File: config.mk
export PLATFORM = sky130hd
export DESIGN_NAME = pwl_activation_pipe
export DESIGN_NICKNAME = d
export VERILOG_FILES = /design/src/rtl/act_pkg.sv /design/src/rtl/plan_segment.sv /design/src/rtl/pwl_activation_pipe.sv
export SDC_FILE = /design/constraint.sdc
export NUM_CORES = 1
export LEC_CHECK = 0
export CAP_MARGIN = 20
export CORE_ASPECT_RATIO = 0.8
export CORE_UTILIZATION = 45
export CTS_CLUSTER_SIZE = 24
export DETAILED_ROUTE_END_ITERATION = 10
export PLACE_DENSITY = 0.71
export SLEW_MARGIN = 20
export SYNTH_ARGS = -nofsm -noshare
export SYNTH_HDL_FRONTEND = slang
export SYNTH_SLANG_ARGS = --single-unit
File: constraint.sdc
create_clock -name clk -period 3.06 [get_ports clk]
set_input_delay 0.306 -clock clk [delete_from_list [all_inputs] [get_ports clk]]
set_output_delay 0.306 -clock clk [all_outputs]
set_load 0.02 [all_outputs]
File: src/rtl/act_pkg.sv
// act_pkg: shared constants for the PWL sigmoid/tanh activation pipeline.
// Fixed-point helpers return values with frac+GUARD_BITS fraction bits.
package act_pkg;

  localparam logic ACT_SIGMOID = 1'b0;
  localparam logic ACT_TANH    = 1'b1;

  localparam int GUARD_BITS = 5;

  // num / 2^shr, scaled to frac+GUARD_BITS fraction bits
  function automatic logic [31:0] act_q(
    input int num,
    input int shr,
    input int frac
  );
    return 32'(num) << (frac + GUARD_BITS - shr);
  endfunction

  function automatic logic [31:0] act_bp_1p0(input int frac);
    return act_q(1, 0, frac);
  endfunction

  function automatic logic [31:0] act_bp_2p375(input int frac);
    return act_q(19, 3, frac);
  endfunction

  function automatic logic [31:0] act_bp_5p0(input int frac);
    return act_q(5, 0, frac);
  endfunction

  function automatic logic [31:0] act_off_0p5(input int frac);
    return act_q(1, 1, frac);
  endfunction

  function automatic logic [31:0] act_off_0p625(input int frac);
    return act_q(5, 3, frac);
  endfunction

  function automatic logic [31:0] act_off_0p84375(input int frac);
    return act_q(27, 5, frac);
  endfunction

  function automatic logic [31:0] act_off_1p0(input int frac);
    return act_q(1, 0, frac);
  endfunction

endpackage

File: src/rtl/plan_segment.sv
// plan_segment: four-segment PLAN sigmoid on a non-negative magnitude a.
// a has FRAC_BITS fraction bits; p has FRAC_BITS+GUARD_BITS and lies in [0.5,1.0].
module plan_segment
  import act_pkg::*;
#(
  parameter int DATA_WIDTH = 8,
  parameter int FRAC_BITS  = 4
) (
  input  logic [DATA_WIDTH+1:0]           a,
  output logic [FRAC_BITS+GUARD_BITS+1:0] p
);

  localparam int CW = DATA_WIDTH + GUARD_BITS + 3;
  localparam int PW = FRAC_BITS + GUARD_BITS + 2;

  localparam logic [CW-1:0] BP_1P0   = CW'(act_bp_1p0(FRAC_BITS));
  localparam logic [CW-1:0] BP_2P375 = CW'(act_bp_2p375(FRAC_BITS));
  localparam logic [CW-1:0] BP_5P0   = CW'(act_bp_5p0(FRAC_BITS));
  localparam logic [CW-1:0] OFF_0P5  = CW'(act_off_0p5(FRAC_BITS));
  localparam logic [CW-1:0] OFF_0P625 = CW'(act_off_0p625(FRAC_BITS));
  localparam logic [CW-1:0] OFF_0P84 = CW'(act_off_0p84375(FRAC_BITS));
  localparam logic [CW-1:0] OFF_1P0  = CW'(act_off_1p0(FRAC_BITS));

  logic [CW-1:0] ai;
  logic [CW-1:0] pc;
  logic          seg_sat;
  logic          seg_hi;
  logic          seg_mid;
  logic          seg_lo;

  // Select the segment and evaluate slope/offset at guard precision
  always_comb begin
    ai      = CW'(a) << GUARD_BITS;
    seg_sat = (ai >= BP_5P0);
    seg_hi  = !seg_sat && (ai >= BP_2P375);
    seg_mid = (ai < BP_2P375) && (ai >= BP_1P0);
    seg_lo  = (ai < BP_1P0);
    pc      = OFF_1P0;
    unique case (1'b1)
      seg_sat: pc = OFF_1P0;
      seg_hi:  pc = (ai >> 5) + OFF_0P84;
      seg_mid: pc = (ai >> 3) + OFF_0P625;
      seg_lo:  pc = (ai >> 2) + OFF_0P5;
      default: pc = OFF_1P0;
    endcase
    p = PW'(pc);
  end

endmodule

File: src/rtl/pwl_activation_pipe.sv
// pwl_activation_pipe: 3-stage PLAN sigmoid / tanh with valid-ready and tag.
// Define PWL_ACT_TANH_EN to include tanh (2*sigma(2x)-1); else sigmoid-only.
module pwl_activation_pipe
  import act_pkg::*;
#(
  parameter int DATA_WIDTH = 8,
  parameter int FRAC_BITS  = 4,
  parameter int TAG_WIDTH  = 4
) (
  input  logic                  clk,
  input  logic                  rst,
  input  logic                  in_valid,
  output logic                  in_ready,
  input  logic [DATA_WIDTH-1:0] in_data,
  input  logic                  in_mode,
  input  logic [TAG_WIDTH-1:0]  in_tag,
  output logic                  out_valid,
  input  logic                  out_ready,
  output logic [DATA_WIDTH-1:0] out_data,
  output logic [TAG_WIDTH-1:0]  out_tag
);

  localparam int XW = DATA_WIDTH + 2;
  localparam int PW = FRAC_BITS + GUARD_BITS + 2;
  localparam int VW = PW + 2;
  localparam int SW = ((VW > DATA_WIDTH) ? VW : DATA_WIDTH) + 1;

  localparam logic [PW-1:0] ONE = PW'(act_off_1p0(FRAC_BITS));
  localparam logic signed [SW-1:0] HALF = SW'(1 << (GUARD_BITS - 1));
  localparam logic signed [SW-1:0] SAT_MAX =
    SW'({1'b0, {(DATA_WIDTH-1){1'b1}}});
  localparam logic signed [SW-1:0] SAT_MIN = -SAT_MAX - SW'(1);

  logic advance;

  logic                  s1_vld_q, s1_vld_d;
  logic [XW-1:0]         s1_a_q, s1_a_d;
  logic                  s1_neg_q, s1_neg_d;
  logic [TAG_WIDTH-1:0]  s1_tag_q, s1_tag_d;

  logic                  s2_vld_q, s2_vld_d;
  logic [PW-1:0]         s2_p_q, s2_p_d;
  logic                  s2_neg_q, s2_neg_d;
  logic [TAG_WIDTH-1:0]  s2_tag_q, s2_tag_d;

  logic                  out_vld_q, out_vld_d;
  logic [DATA_WIDTH-1:0] out_data_q, out_data_d;
  logic [TAG_WIDTH-1:0]  out_tag_q, out_tag_d;

`ifdef PWL_ACT_TANH_EN
  logic                  s1_tanh_q, s1_tanh_d;
  logic                  s2_tanh_q, s2_tanh_d;
`else
  logic                  unused_mode;
  assign unused_mode = in_mode;
`endif

  logic signed [XW-1:0]  x2;
  logic [PW-1:0]         p;
  logic [PW-1:0]         y;
  logic signed [VW-1:0]  v;
  logic signed [SW-1:0]  r;
  logic signed [SW-1:0]  r_sat;

  assign advance   = !out_vld_q || out_ready;
  assign in_ready  = advance;
  assign out_valid = out_vld_q;
  assign out_data  = out_data_q;
  assign out_tag   = out_tag_q;

  plan_segment #(
    .DATA_WIDTH (DATA_WIDTH),
    .FRAC_BITS  (FRAC_BITS)
  ) u_plan (
    .a (s1_a_q),
    .p (p)
  );

  // Input conditioning: optional doubling for tanh, sign-extended otherwise
  always_comb begin
    x2 = {{2{in_data[DATA_WIDTH-1]}}, in_data};
`ifdef PWL_ACT_TANH_EN
    if (in_mode == ACT_TANH) begin
      x2 = {in_data[DATA_WIDTH-1], in_data, 1'b0};
    end
`endif
  end

  // Output stage math: symmetry, optional 2y-1, round half up, saturate
  always_comb begin
    y = s2_neg_q ? (ONE - s2_p_q) : s2_p_q;
    v = VW'(y);
`ifdef PWL_ACT_TANH_EN
    if (s2_tanh_q) begin
      v = VW'({y, 1'b0}) - VW'(ONE);
    end
`endif
    r = (SW'(v) + HALF) >>> GUARD_BITS;
    r_sat = r;
    if (r > SAT_MAX) begin
      r_sat = SAT_MAX;
    end else if (r < SAT_MIN) begin
      r_sat = SAT_MIN;
    end
  end

  // Next state: every stage moves together on advance, else holds
  always_comb begin
    s1_vld_d   = s1_vld_q;
    s1_a_d     = s1_a_q;
    s1_neg_d   = s1_neg_q;
    s1_tag_d   = s1_tag_q;
    s2_vld_d   = s2_vld_q;
    s2_p_d     = s2_p_q;
    s2_neg_d   = s2_neg_q;
    s2_tag_d   = s2_tag_q;
    out_vld_d  = out_vld_q;
    out_data_d = out_data_q;
    out_tag_d  = out_tag_q;
`ifdef PWL_ACT_TANH_EN
    s1_tanh_d  = s1_tanh_q;
    s2_tanh_d  = s2_tanh_q;
`endif
    if (advance) begin
      s1_vld_d  = in_valid;
      s1_a_d    = x2[XW-1] ? $unsigned(-x2) : $unsigned(x2);
      s1_neg_d  = x2[XW-1];
      s1_tag_d  = in_tag;
      s2_vld_d  = s1_vld_q;
      s2_p_d    = p;
      s2_neg_d  = s1_neg_q;
      s2_tag_d  = s1_tag_q;
      out_vld_d = s2_vld_q;
`ifdef PWL_ACT_TANH_EN
      s1_tanh_d = (in_mode == ACT_TANH);
      s2_tanh_d = s1_tanh_q;
`endif
      if (s2_vld_q) begin
        out_data_d = DATA_WIDTH'(r_sat);
        out_tag_d  = s2_tag_q;
      end
    end
  end

  // Pipeline registers with synchronous reset
  always_ff @(posedge clk) begin
    if (rst) begin
      s1_vld_q   <= 1'b0;
      s1_a_q     <= '0;
      s1_neg_q   <= 1'b0;
      s1_tag_q   <= '0;
      s2_vld_q   <= 1'b0;
      s2_p_q     <= '0;
      s2_neg_q   <= 1'b0;
      s2_tag_q   <= '0;
      out_vld_q  <= 1'b0;
      out_data_q <= '0;
      out_tag_q  <= '0;
`ifdef PWL_ACT_TANH_EN
      s1_tanh_q  <= 1'b0;
      s2_tanh_q  <= 1'b0;
`endif
    end else begin
      s1_vld_q   <= s1_vld_d;
      s1_a_q     <= s1_a_d;
      s1_neg_q   <= s1_neg_d;
      s1_tag_q   <= s1_tag_d;
      s2_vld_q   <= s2_vld_d;
      s2_p_q     <= s2_p_d;
      s2_neg_q   <= s2_neg_d;
      s2_tag_q   <= s2_tag_d;
      out_vld_q  <= out_vld_d;
      out_data_q <= out_data_d;
      out_tag_q  <= out_tag_d;
`ifdef PWL_ACT_TANH_EN
      s1_tanh_q  <= s1_tanh_d;
      s2_tanh_q  <= s2_tanh_d;
`endif
    end
  end

endmodule

==> run summary <==
The largest net degree at the start of global routing came out at 33. The leftover overflow at the end of global routing is 0. The root buffer selected by CTS is clkbuf_8. The overall track demand over capacity in global routing is between 10% and 20%. The synthesized area is between 2000 and 3000 um^2. STA classifies the critical path startpoint as a register. The pre-CTS worst setup slack is around 0.38 ns. Port buffering added 28 buffers. The initial antenna violation count is 0. The die span in y is 69.1 um.

The post-route antenna net violation count came out at 0. The final setup slack of the worst path came out at 0.361 ns. The share of the Yosys chip area taken by registers is roughly 36%. The run finished with clean final reports. The number of max-slew violations in the final report is 0. Setup repair after global routing left no endpoint under its margin. For this design the ratio of total power to cell area is about 490 nW/um^2. Clock tree synthesis found a total of 45 sinks. The first element of the critical path is s2_p_q[0]$_SDFFE_PP0N_. The final cell count without fillers came out at 411. The first global-routing pass estimated 9220 um of wire.

The final net count came out at 358. The count of final hold-check violations came out at 0. Summing over every cut layer, the via total after detailed routing is 2,251. The fmax is approximately 0.37 GHz. The horizontal die dimension is 85.9 um. The maximum count of clock buffers along a single path is 2. The core box area is roughly 5400 um^2. After routing the design area is 2970 um^2. The largest individual stage delay along the critical path comes from the cell or4_1.

The nature of the critical path endpoint is a register. The count of distinct cell types in the synthesized netlist is 62. The number of flops mapped to enable cells by yosys is 0. In the synthesized netlist the dominant register cell turns out to be dfxtp_1. The tool flagged a number of max-cap violations equal to 0. The post-synthesis net count is 341.

The total clock buffers created by CTS came out at 5. The top-level I/O count came out at 31. For this block, the initial DRC count from the detailed router was 154. The number of cells after detailed placement came out at 403. The H-tree depth is 2. The arrival time at the worst endpoint is a little under 3 ns. The clock edge transition at the registers on the reported setup and hold paths came out at 0.10 ns. Detailed placement finished with a half-perimeter wire length of about 3800 um.

The worst slack on hold paths is 0.453 ns. Measured against its own limit, the worst slew margin works out to 52.8%. The hold path startpoint is out_data[1]$_SDFFE_PP0P_. The initial cell density of the core came out at between 40% and 50%. The critical path is of the reg2reg type. The clock period minus worst slack came out at 2.70 ns. TritonCTS built the clock tree. The final weighted congestion in routability-driven placement came out at 0.916. The via count of the first global-routing pass came out at roughly 2,000. Once the clock tree was built, the setup fixing pass inserted 0 buffers. After synthesis, the share of flip-flops with an asynchronous set or reset is 0%. The signal on the critical path passes through or4_1 > o21ai_0 > xnor2_1 > ha_1 > a31oi_1 > o31ai_1 > mux2_2 > a31o_2. The largest stage delay on the critical path came out at between 0.6 and 0.7 ns.

The number of iterations in the first detailed-routing pass is 4. The total of warnings raised by yosys is 0. Each instance of the synthesized netlist takes up on average a little over 8 um^2. The total inserted antenna cells came out at 0. The worst register-to-register path begins at s2_p_q[0]$_SDFFE_PP0N_. Once placement finished, the instance area stood at 2850 um^2. Of the cells placed in the final design, the portion with a size suffix greater than 1 is 7.51%. The number of hold-repair buffers added at the cts stage came out at 0. The count of unresolved DRC violations after routing is 0. The period utilization is between 80% and 90%. The worst-skew pair later-pin latency is 0.31 ns. The die covers between 5000 and 6000 um^2.

The relative area change from synthesis to final layout came out at 17.0%. The average wire per standard cell came out at 12.9 um. The synthesized instance count came out at 315. In this run, post-CTS repair resized a total of 0 instances. The final count of negative-setup-slack endpoints came out at 0. The aggregate negative setup slack is 0 ns. The count of state elements after synthesis is 45. The static leakage is 1.14 nW.

The actual slew at the worst max-slew pin is 0.702 ns. The peak ir drop on the vdd network is 0.000277 V. For the final database, setup skew stands at 0.00985 ns. The final wirelength came out at 5320 um. Along the worst path, the maximum fanout reaches 6. The required time of the critical path came out at 3.26 ns. The classification of the worst-slack hold path is reg2reg. The row count is 24. The mean number of vias per cell came out at 5.48.
==> logic make-up after synthesis <==
group | synth area share (%)
fa+ha+maj | 4.44
other cells | 0.148
xor+xnor | 5.19
simple gates | 22.6
buf+inv | 5.88
mux | 0.839
compound gates | 25.4
flops | 35.6
==> critical path: cells and delay by family (launching register included) <==
| kind | cells | cell delay [ns] |
|---|---|---|
| simple gates | 1 | 0.65 |
| compound gates | 4 | 0.80 |
| xor+xnor | 1 | 0.15 |
| fa+ha+maj | 1 | 0.29 |
| flops | 1 | 0.35 |
| mux | 1 | 0.36 |
==> power by group <==
group | internal [mW] | switching, mW | total, mW
combinational | 0.135 | 0.164 | 0.299
clock | 0.249 | 0.225 | 0.474
sequential | 0.621 | 0.0617 | 0.683
total | 1.01 | 0.450 | 1.46
==> worst paths after layout <==
path | cells past startpoint | end | slack, ns
max | 8 | out_data[3]$_SDFFE_PP0P_ | 0.36
max reg2reg | 8 | out_data[3]$_SDFFE_PP0P_ | 0.36
min | 2 | out_data[1]$_SDFFE_PP0P_ | 0.45
min reg2reg | 2 | out_data[1]$_SDFFE_PP0P_ | 0.45
==> metrics by stage <==
stage,util (%),power (mW)
finish,54.6,1.46
detailed placement,52.4,0.991
floorplan,-,0.912
global placement,52.4,0.990
global route,54.6,1.53
CTS,54.6,1.46
==> synthesized netlist by cell type (2+ instances only) <==
cell type / instances / area [um^2]
a31o_2: 3 / 26.3
a22o_1: 5 / 43.8
nor2_1: 20 / 75.1
nor3_1: 4 / 20.0
a21oi_1: 29 / 145
ha_1: 9 / 113
o211ai_1: 2 / 15.0
inv_1: 13 / 48.8
nand4_1: 4 / 25.0
a21o_1: 2 / 15.0
o22ai_1: 2 / 12.5
buf_2: 2 / 10.0
nand3_1: 7 / 35.0
a21boi_0: 2 / 15.0
a22oi_1: 3 / 22.5
xnor2_1: 6 / 52.6
o21ai_0: 8 / 40.0
clkbuf_1: 15 / 56.3
nand2_1: 58 / 218
dfxtp_1: 45 / 901
a211oi_1: 6 / 45.0
and3_1: 3 / 18.8
or3_1: 2 / 12.5
o31ai_1: 3 / 22.5
a31oi_1: 4 / 25.0
o221a_1: 2 / 22.5
o41ai_1: 3 / 26.3
buf_1: 4 / 15.0
xor2_1: 9 / 78.8
nor4_1: 2 / 12.5
nor2b_1: 7 / 43.8
==> per-layer routing <==
metal	part of all wire, %	GRT usage (%)
met3	5.6	3.59
met2	42	27.0
met1	52	29.0
met4	0.56	4.44
met5	0	0
==> cells in the final DEF (no fill, tap or decap), drive strengths merged, types with 3 or more instances in the layout <==
cell type and n:
o41ai 3, a31o 3, xor2 9, inv 15, nor2b 7, o31ai 3, xnor2 6, nor4 3
nand4 4, a22oi 3, and3 3, a31oi 4, a211oi 8, dfxtp 45, nand2 58, buf 5
nor3 4, a22o 5, o21ai 9, clkbuf 5, a21oi 29, ha 9, nand3 7, clkdlybuf4s50 28
nor2 20
==> registers in the layout, indices dropped and copies added, names as in the netlist <==
signal	flops
out_data	7
out_tag	4
out_valid	1
s1_a_q	10
s1_neg_q	1
s1_tag_q	4
s1_vld_q	1
s2_neg_q	1
s2_p_q	11
s2_tag_q	4
s2_vld_q	1
==> layout make-up <==
class	instances	area [um^2]
sequential	45	901
inverter	13	48.8
clock buffer	5	68.8
fill	513	2470
timing repair buffer	33	318
clock inverter	3	47.5
tap	78	97.6
multi-input combinational	234	1480
No activity file was read; power rests on OpenSTA's default activity.
